## config.mk

```make
export PLATFORM = sky130hd
export DESIGN_NAME = mc_ctrl
export DESIGN_NICKNAME = d
export VERILOG_FILES = /design/src/rtl/mc_ctrl.sv
export SDC_FILE = /design/constraint.sdc
export NUM_CORES = 1
export LEC_CHECK = 0
export BUFFER_PORTS_ARGS = -buffer_cell sky130_fd_sc_hd__buf_2
export CAP_MARGIN = 20
export CORE_AREA = 2 2 42 44
export DETAILED_ROUTE_END_ITERATION = 12
export DIE_AREA = 0 0 44 46
export GPL_ROUTABILITY_DRIVEN = 0
export PLACE_DENSITY = 0.86
export SYNTH_ARGS = -nofsm -noshare
export SYNTH_HDL_FRONTEND = slang
export SYNTH_SLANG_ARGS = --single-unit
export TNS_END_PERCENT = 10
```

## constraint.sdc

```tcl
create_clock -name clk -period 1.4 [get_ports clk]
set_input_delay 0.07 -clock clk [delete_from_list [all_inputs] [get_ports clk]]
set_output_delay 0.07 -clock clk [all_outputs]
set_load 0.03 [all_outputs]
```

## src/rtl/mc_ctrl.sv

```systemverilog
`default_nettype none
// ============================================================================
// Module   : mc_ctrl
// Purpose  : Multi-cycle main controller for the P5 MIPS datapath. Steps one
//            instruction through FETCH/DECODE/EXE/MEM/WB and derives every
//            write enable and mux select from the latched instruction.
// Revision : 1.0  initial release
// ============================================================================
module mc_ctrl (
  input  logic        clk,
  input  logic        reset,
  input  logic [31:0] Instr,
  input  logic        Zero,
  output logic [2:0]  State,
  output logic        PCWr,
  output logic [1:0]  PCSel,
  output logic        NPCOp,
  output logic        IRWr,
  output logic        RegWr,
  output logic [1:0]  RegDst,
  output logic [1:0]  WDSel,
  output logic        ALUSrc,
  output logic [1:0]  ALUOp,
  output logic        EXTOp,
  output logic        MemWr,
  output logic        Retire
);

  typedef enum logic [2:0] {
    S_FETCH  = 3'd0,
    S_DECODE = 3'd1,
    S_EXE    = 3'd2,
    S_MEM    = 3'd3,
    S_WB     = 3'd4
  } state_e;

  state_e state_q, state_d;

  logic [5:0] op, funct;
  logic       is_rtype, is_addu, is_subu, is_jr;
  logic       is_ori, is_lw, is_sw, is_beq, is_lui, is_j, is_jal;
  logic       is_zero, is_legal;
  logic       alu_src, ext_op;
  logic [1:0] alu_op;

  assign op       = Instr[31:26];
  assign funct    = Instr[5:0];
  assign is_rtype = (op == 6'b000000);
  assign is_addu  = is_rtype && (funct == 6'b100001);
  assign is_subu  = is_rtype && (funct == 6'b100011);
  assign is_jr    = is_rtype && (funct == 6'b001000);
  assign is_ori   = (op == 6'b001101);
  assign is_lw    = (op == 6'b100011);
  assign is_sw    = (op == 6'b101011);
  assign is_beq   = (op == 6'b000100);
  assign is_lui   = (op == 6'b001111);
  assign is_j     = (op == 6'b000010);
  assign is_jal   = (op == 6'b000011);
  // The all-zero word decodes as sll, which is unsupported anyway; the
  // explicit compare keeps the nop case obvious to the reader.
  assign is_zero  = (Instr == 32'd0);
  assign is_legal = !is_zero && (is_addu || is_subu || is_jr || is_ori || is_lw ||
                                 is_sw || is_beq || is_lui || is_j || is_jal);

  // ALU controls shared by EXE, MEM and WB so the ALU result stays stable.
  assign alu_src = is_ori || is_lui || is_lw || is_sw;
  assign ext_op  = is_lw || is_sw || is_beq;
  assign alu_op  = (is_subu || is_beq) ? 2'b01 :
                   is_ori              ? 2'b10 :
                   is_lui              ? 2'b11 : 2'b00;

  assign State = state_q;

  // State register; reset returns to FETCH from any state.
  always_ff @(posedge clk) begin
    if (reset) state_q <= S_FETCH;
    else       state_q <= state_d;
  end

  // Next-state and output decode; enables are suppressed while reset is high.
  always_comb begin
    state_d = S_FETCH;
    PCWr    = 1'b0;
    PCSel   = 2'b00;
    NPCOp   = 1'b0;
    IRWr    = 1'b0;
    RegWr   = 1'b0;
    RegDst  = 2'b00;
    WDSel   = 2'b00;
    ALUSrc  = 1'b0;
    ALUOp   = 2'b00;
    EXTOp   = 1'b0;
    MemWr   = 1'b0;
    Retire  = 1'b0;
    case (state_q)
      S_FETCH: begin
        IRWr    = 1'b1;
        PCWr    = 1'b1;
        PCSel   = 2'b00;
        state_d = S_DECODE;
      end
      S_DECODE: begin
        if (is_j || is_jal) begin
          PCWr   = 1'b1;
          PCSel  = 2'b01;
          NPCOp  = 1'b1;
          Retire = 1'b1;
          if (is_jal) begin
            RegWr  = 1'b1;
            RegDst = 2'b10;
            WDSel  = 2'b10;
          end
        end else if (is_jr) begin
          PCWr   = 1'b1;
          PCSel  = 2'b10;
          Retire = 1'b1;
        end else if (!is_legal) begin
          Retire = 1'b1;
        end else begin
          state_d = S_EXE;
        end
      end
      S_EXE: begin
        ALUSrc = alu_src;
        EXTOp  = ext_op;
        ALUOp  = alu_op;
        if (is_beq) begin
          NPCOp  = 1'b0;
          PCSel  = 2'b01;
          PCWr   = Zero;
          Retire = 1'b1;
        end else if (is_lw || is_sw) begin
          state_d = S_MEM;
        end else begin
          state_d = S_WB;
        end
      end
      S_MEM: begin
        ALUSrc = alu_src;
        EXTOp  = ext_op;
        ALUOp  = alu_op;
        if (is_sw) begin
          MemWr  = 1'b1;
          Retire = 1'b1;
        end else if (is_lw) begin
          state_d = S_WB;
        end
      end
      S_WB: begin
        ALUSrc = alu_src;
        EXTOp  = ext_op;
        ALUOp  = alu_op;
        RegWr  = 1'b1;
        Retire = 1'b1;
        RegDst = (is_addu || is_subu) ? 2'b01 : 2'b00;
        WDSel  = is_lw ? 2'b01 : 2'b00;
      end
      default: state_d = S_FETCH;
    endcase
    if (reset) begin
      PCWr   = 1'b0;
      IRWr   = 1'b0;
      RegWr  = 1'b0;
      MemWr  = 1'b0;
      Retire = 1'b0;
    end
  end

endmodule
`default_nettype wire

```

==> out/metrics.csv <==
stage,metric,value,unit
status,violations,negative setup slack,
place,dp_hpwl,1480,microns
global_route,antenna_found_initial,0,
place,place_area,825,sq um
global_route,grt_overflow_total,0,
cells_and_area,multi_input_area,490,sq um
clock_network,clkTransAtPathRegs,0.05,ns
drt,drtAntennaViolNets,0,
clock_network,clkLatencyLatePin,0.25,ns
clock_network,cts_tree,done,
min_path,worstHoldPathType,in -> reg,
global_route,grt_max_degree,9,
global_route,grt_usage,22.0,%
cells_and_area,n_antenna_cell,0,
floorplanning,die_w,44,microns
global_route,grt_pass1_wl,3230,microns
pwr,power,0.426,mW
critical_path,cp.arrival,1.42,ns
critical_path,cp_max_fo,7,
drt,wl_per_cell,15.4,microns
logic_synthesis,synth_mux_area_share,0,%
timing,layout_min_cycle_time,1.49,ns
drt,avgViaCountPerCell,5.78,
logic_synthesis,syn_nets,108,
critical_path,criticalPathCategory,reg -> out,
critical_path,path_cells,buf_6 > nand3b_1 > a2bb2oi_2 > nor3_2 > buf_4,
timing,finalHoldViolations,0,
timing,rsz0062_at_grt,yes,
drt,first_pass_iters,4,
cells_and_area,regArea,68.8,sq um
floorplanning,start_util,32.0,%
cells_and_area,fin_area,941,sq um
pwr,p_sw,0.161,mW
drt,first_iter_violations,24,
min_path,min_path_cells,2,
critical_path,critical_path_depth,5,
run,max_cap_viol_count,0,
logic_synthesis,yosys_warnings,0,
clock_network,root_buffer,clkbuf_4,
floorplanning,ioPinCount,54,
timing,finClkSkew,0.0110,ns
logic_synthesis,synthXorXnorAreaFrac,0,%
clock_network,numCtsBuffers,3,
cells_and_area,largest_register_ffs,3,
timing,tightest_slew,0.420,ns
timing,setup_violations,11,
place,post-place-ws,-0.0130,ns
timing,relSlewSlack,72.0,%
critical_path,cp.required,1.33,ns
critical_path,max_stage_delay,0.41,ns
pwr,clkPwrFrac,38.4,%
cells_and_area,final_util,58.3,%
pwr,power_frac_comb,39.3,%
clock_network,clock_sinks,3,
logic_synthesis,syn_area,517,sq um
cells_and_area,layout_common_cells,"buf_2 (24), buf_4 (19), nor2_2 (5)",
timing,min_period_over_period,106,%
logic_synthesis,synth_compound_area_share,26.9,%
pwr,switching_share,37.7,%
cells_and_area,drive_gt1_share,67.8,%
logic_synthesis,synthAdderAreaFrac,0,%
floorplanning,core.rowCount,15,
logic_synthesis,syn_area_per_cell,7.08,sq um
critical_path,start_kind,register,
floorplanning,dieArea,2020,sq um
timing,fin_ws,-0.0894,ns
logic_synthesis,syn_inst,73,
logic_synthesis,ys_ff_latch,3,
timing,clock.fmax,671,MHz
floorplanning,core,1610,sq um
global_route,first_global_vias,765,
cells_and_area,fill_cells,131,
critical_path,crit_family,flip-flops,
cells_and_area,final_nets,157,
clock_network,clock_path_buffers,2,
pwr,cellLeakagePower,0.403,nW
logic_synthesis,synth_cell_types,39,
critical_path,worst-path-buf-inv,2,
place,port-buffer-count,33,
timing,hold_ws,0.134,ns
pwr,p_per_area,453,nW/um^2
critical_path,end_kind,output port,
logic_synthesis,synth-simple-area-share,52.1,%
timing,drv_slew,0,
cells_and_area,layout_commonest_cell,buf_2,
drt,wirelength,2130,microns
logic_synthesis,ys_seq_area_share,11.6,%
cells_and_area,syn_to_final_growth,82.1,%
logic_synthesis,synth_top_family_by_area,simple AND/OR/NAND/NOR gates,
critical_path,rr_worst_depth,4,
pwr,internal-power,0.265,mW
critical_path,cp_slowest_cell,dfxtp_4,
drt,drcViolationCount,0,
status,status,"finished, violations left",
clock_network,cts_max_level,1,
drt,dr_total_vias,797,
pwr,vdd_ir_drop_max,0.000614,V
pwr,seqPwrFrac,22.3,%
floorplanning,die_h,46,microns
-- metrics by stage --
step | std cells | setup TNS (ns)
6_report | 138 | -0.426
5_1_grt | 138 | -1.13
4_1_cts | 137 | -0.256
3_5_place_dp | 133 | -0.0130
3_3_place_gp | 133 | 0
2_1_floorplan | 73 | -1.52
-- cell families (layout without fill, tap and decap cells) --
logic type      after synthesis  after routing
flops                         3              3
buf+inv                       9             57
simple gates                 44             44
compound gates               17             17
-- layout make-up --
cell class              count  share of cell area [%]
clock buffers               4                    2.79
flip-flops and latches      3                    7.31
multi-input cells          61                    52.1
well taps                  17                    2.26
repair buffers             48                    33.5
inverters                   5                    1.99
-- what timing repair did --
item	4_1_cts	5_1_grt
setup buffers	0	1
pin swaps	0	2
gates cloned	0	0
setup endpoints to repair	11	14
gates resized for setup	15	10
hold buffers	0	0
-- synthesized netlist by cell type --
cell | instances | area share (%)
o22a_1 | 1 | 1.7
o21ai_1 | 1 | 0.97
and2b_2 | 2 | 3.4
a31oi_1 | 2 | 2.4
nor2_2 | 2 | 2.4
and2_1 | 1 | 1.2
and4b_1 | 2 | 3.9
nand2_1 | 5 | 3.6
inv_2 | 2 | 1.5
nor4_1 | 4 | 4.8
nand3_1 | 3 | 2.9
nor2_1 | 7 | 5.1
a2bb2oi_1 | 1 | 1.7
dfxtp_1 | 3 | 12
clkbuf_1 | 1 | 0.73
nor4b_1 | 1 | 1.7
or4_4 | 1 | 2.2
a21oi_2 | 1 | 1.7
nand3b_1 | 2 | 2.9
and3_1 | 1 | 1.2
o2bb2ai_1 | 1 | 1.7
o211ai_1 | 1 | 1.5
a2111oi_4 | 1 | 5.3
clkbuf_8 | 1 | 2.7
buf_2 | 1 | 0.97
nor3_1 | 7 | 6.8
a211oi_1 | 1 | 1.5
nand2b_1 | 1 | 1.2
or2_1 | 1 | 1.2
o221a_1 | 1 | 2.2
nand4b_1 | 1 | 1.7
nor4b_2 | 1 | 2.9
nand4_1 | 1 | 1.2
o21a_1 | 1 | 1.5
nand2b_2 | 1 | 1.7
inv_1 | 3 | 2.2
o21ai_0 | 1 | 0.97
buf_4 | 1 | 1.5
a21oi_1 | 4 | 3.9
-- power by group through the flow --
| stage | logic (mW) | registers (mW) | clock network, mW |
|---|---|---|---|
| finish | 0.167 | 0.0948 | 0.164 |
| global placement | 0.145 | 0.0965 | 0 |
| detailed placement | 0.150 | 0.0967 | 0 |
| CTS | 0.157 | 0.0960 | 0.162 |
| floorplan | 0.0717 | 0.102 | 0 |
| global route | 0.178 | 0.0952 | 0.179 |
-- worst paths after layout --
path | endpoint | startpoint | slack [ns]
setup / recovery | RegWr | State[0] | -0.09
setup reg to reg | State[1] | State[2] | 0.32
hold / removal | State[0] | reset | 0.13
hold reg to reg | State[0] | State[0] | 0.50
-- metal layers --
layer,part of all wire (%),track usage (%)
met1,37,22.6
met2,50,39.1
met3,8.5,7.14
met4,4.4,12.7
met5,0,0
-- worst reg2reg max path, cell delays in order, from the launching register on --
cell	delay (ns)
dfxtp_4	0.35
buf_4	0.16
nor2_2	0.20
nand3_1	0.12
o2bb2ai_1	0.17
(Power assumes the default switching activity.)
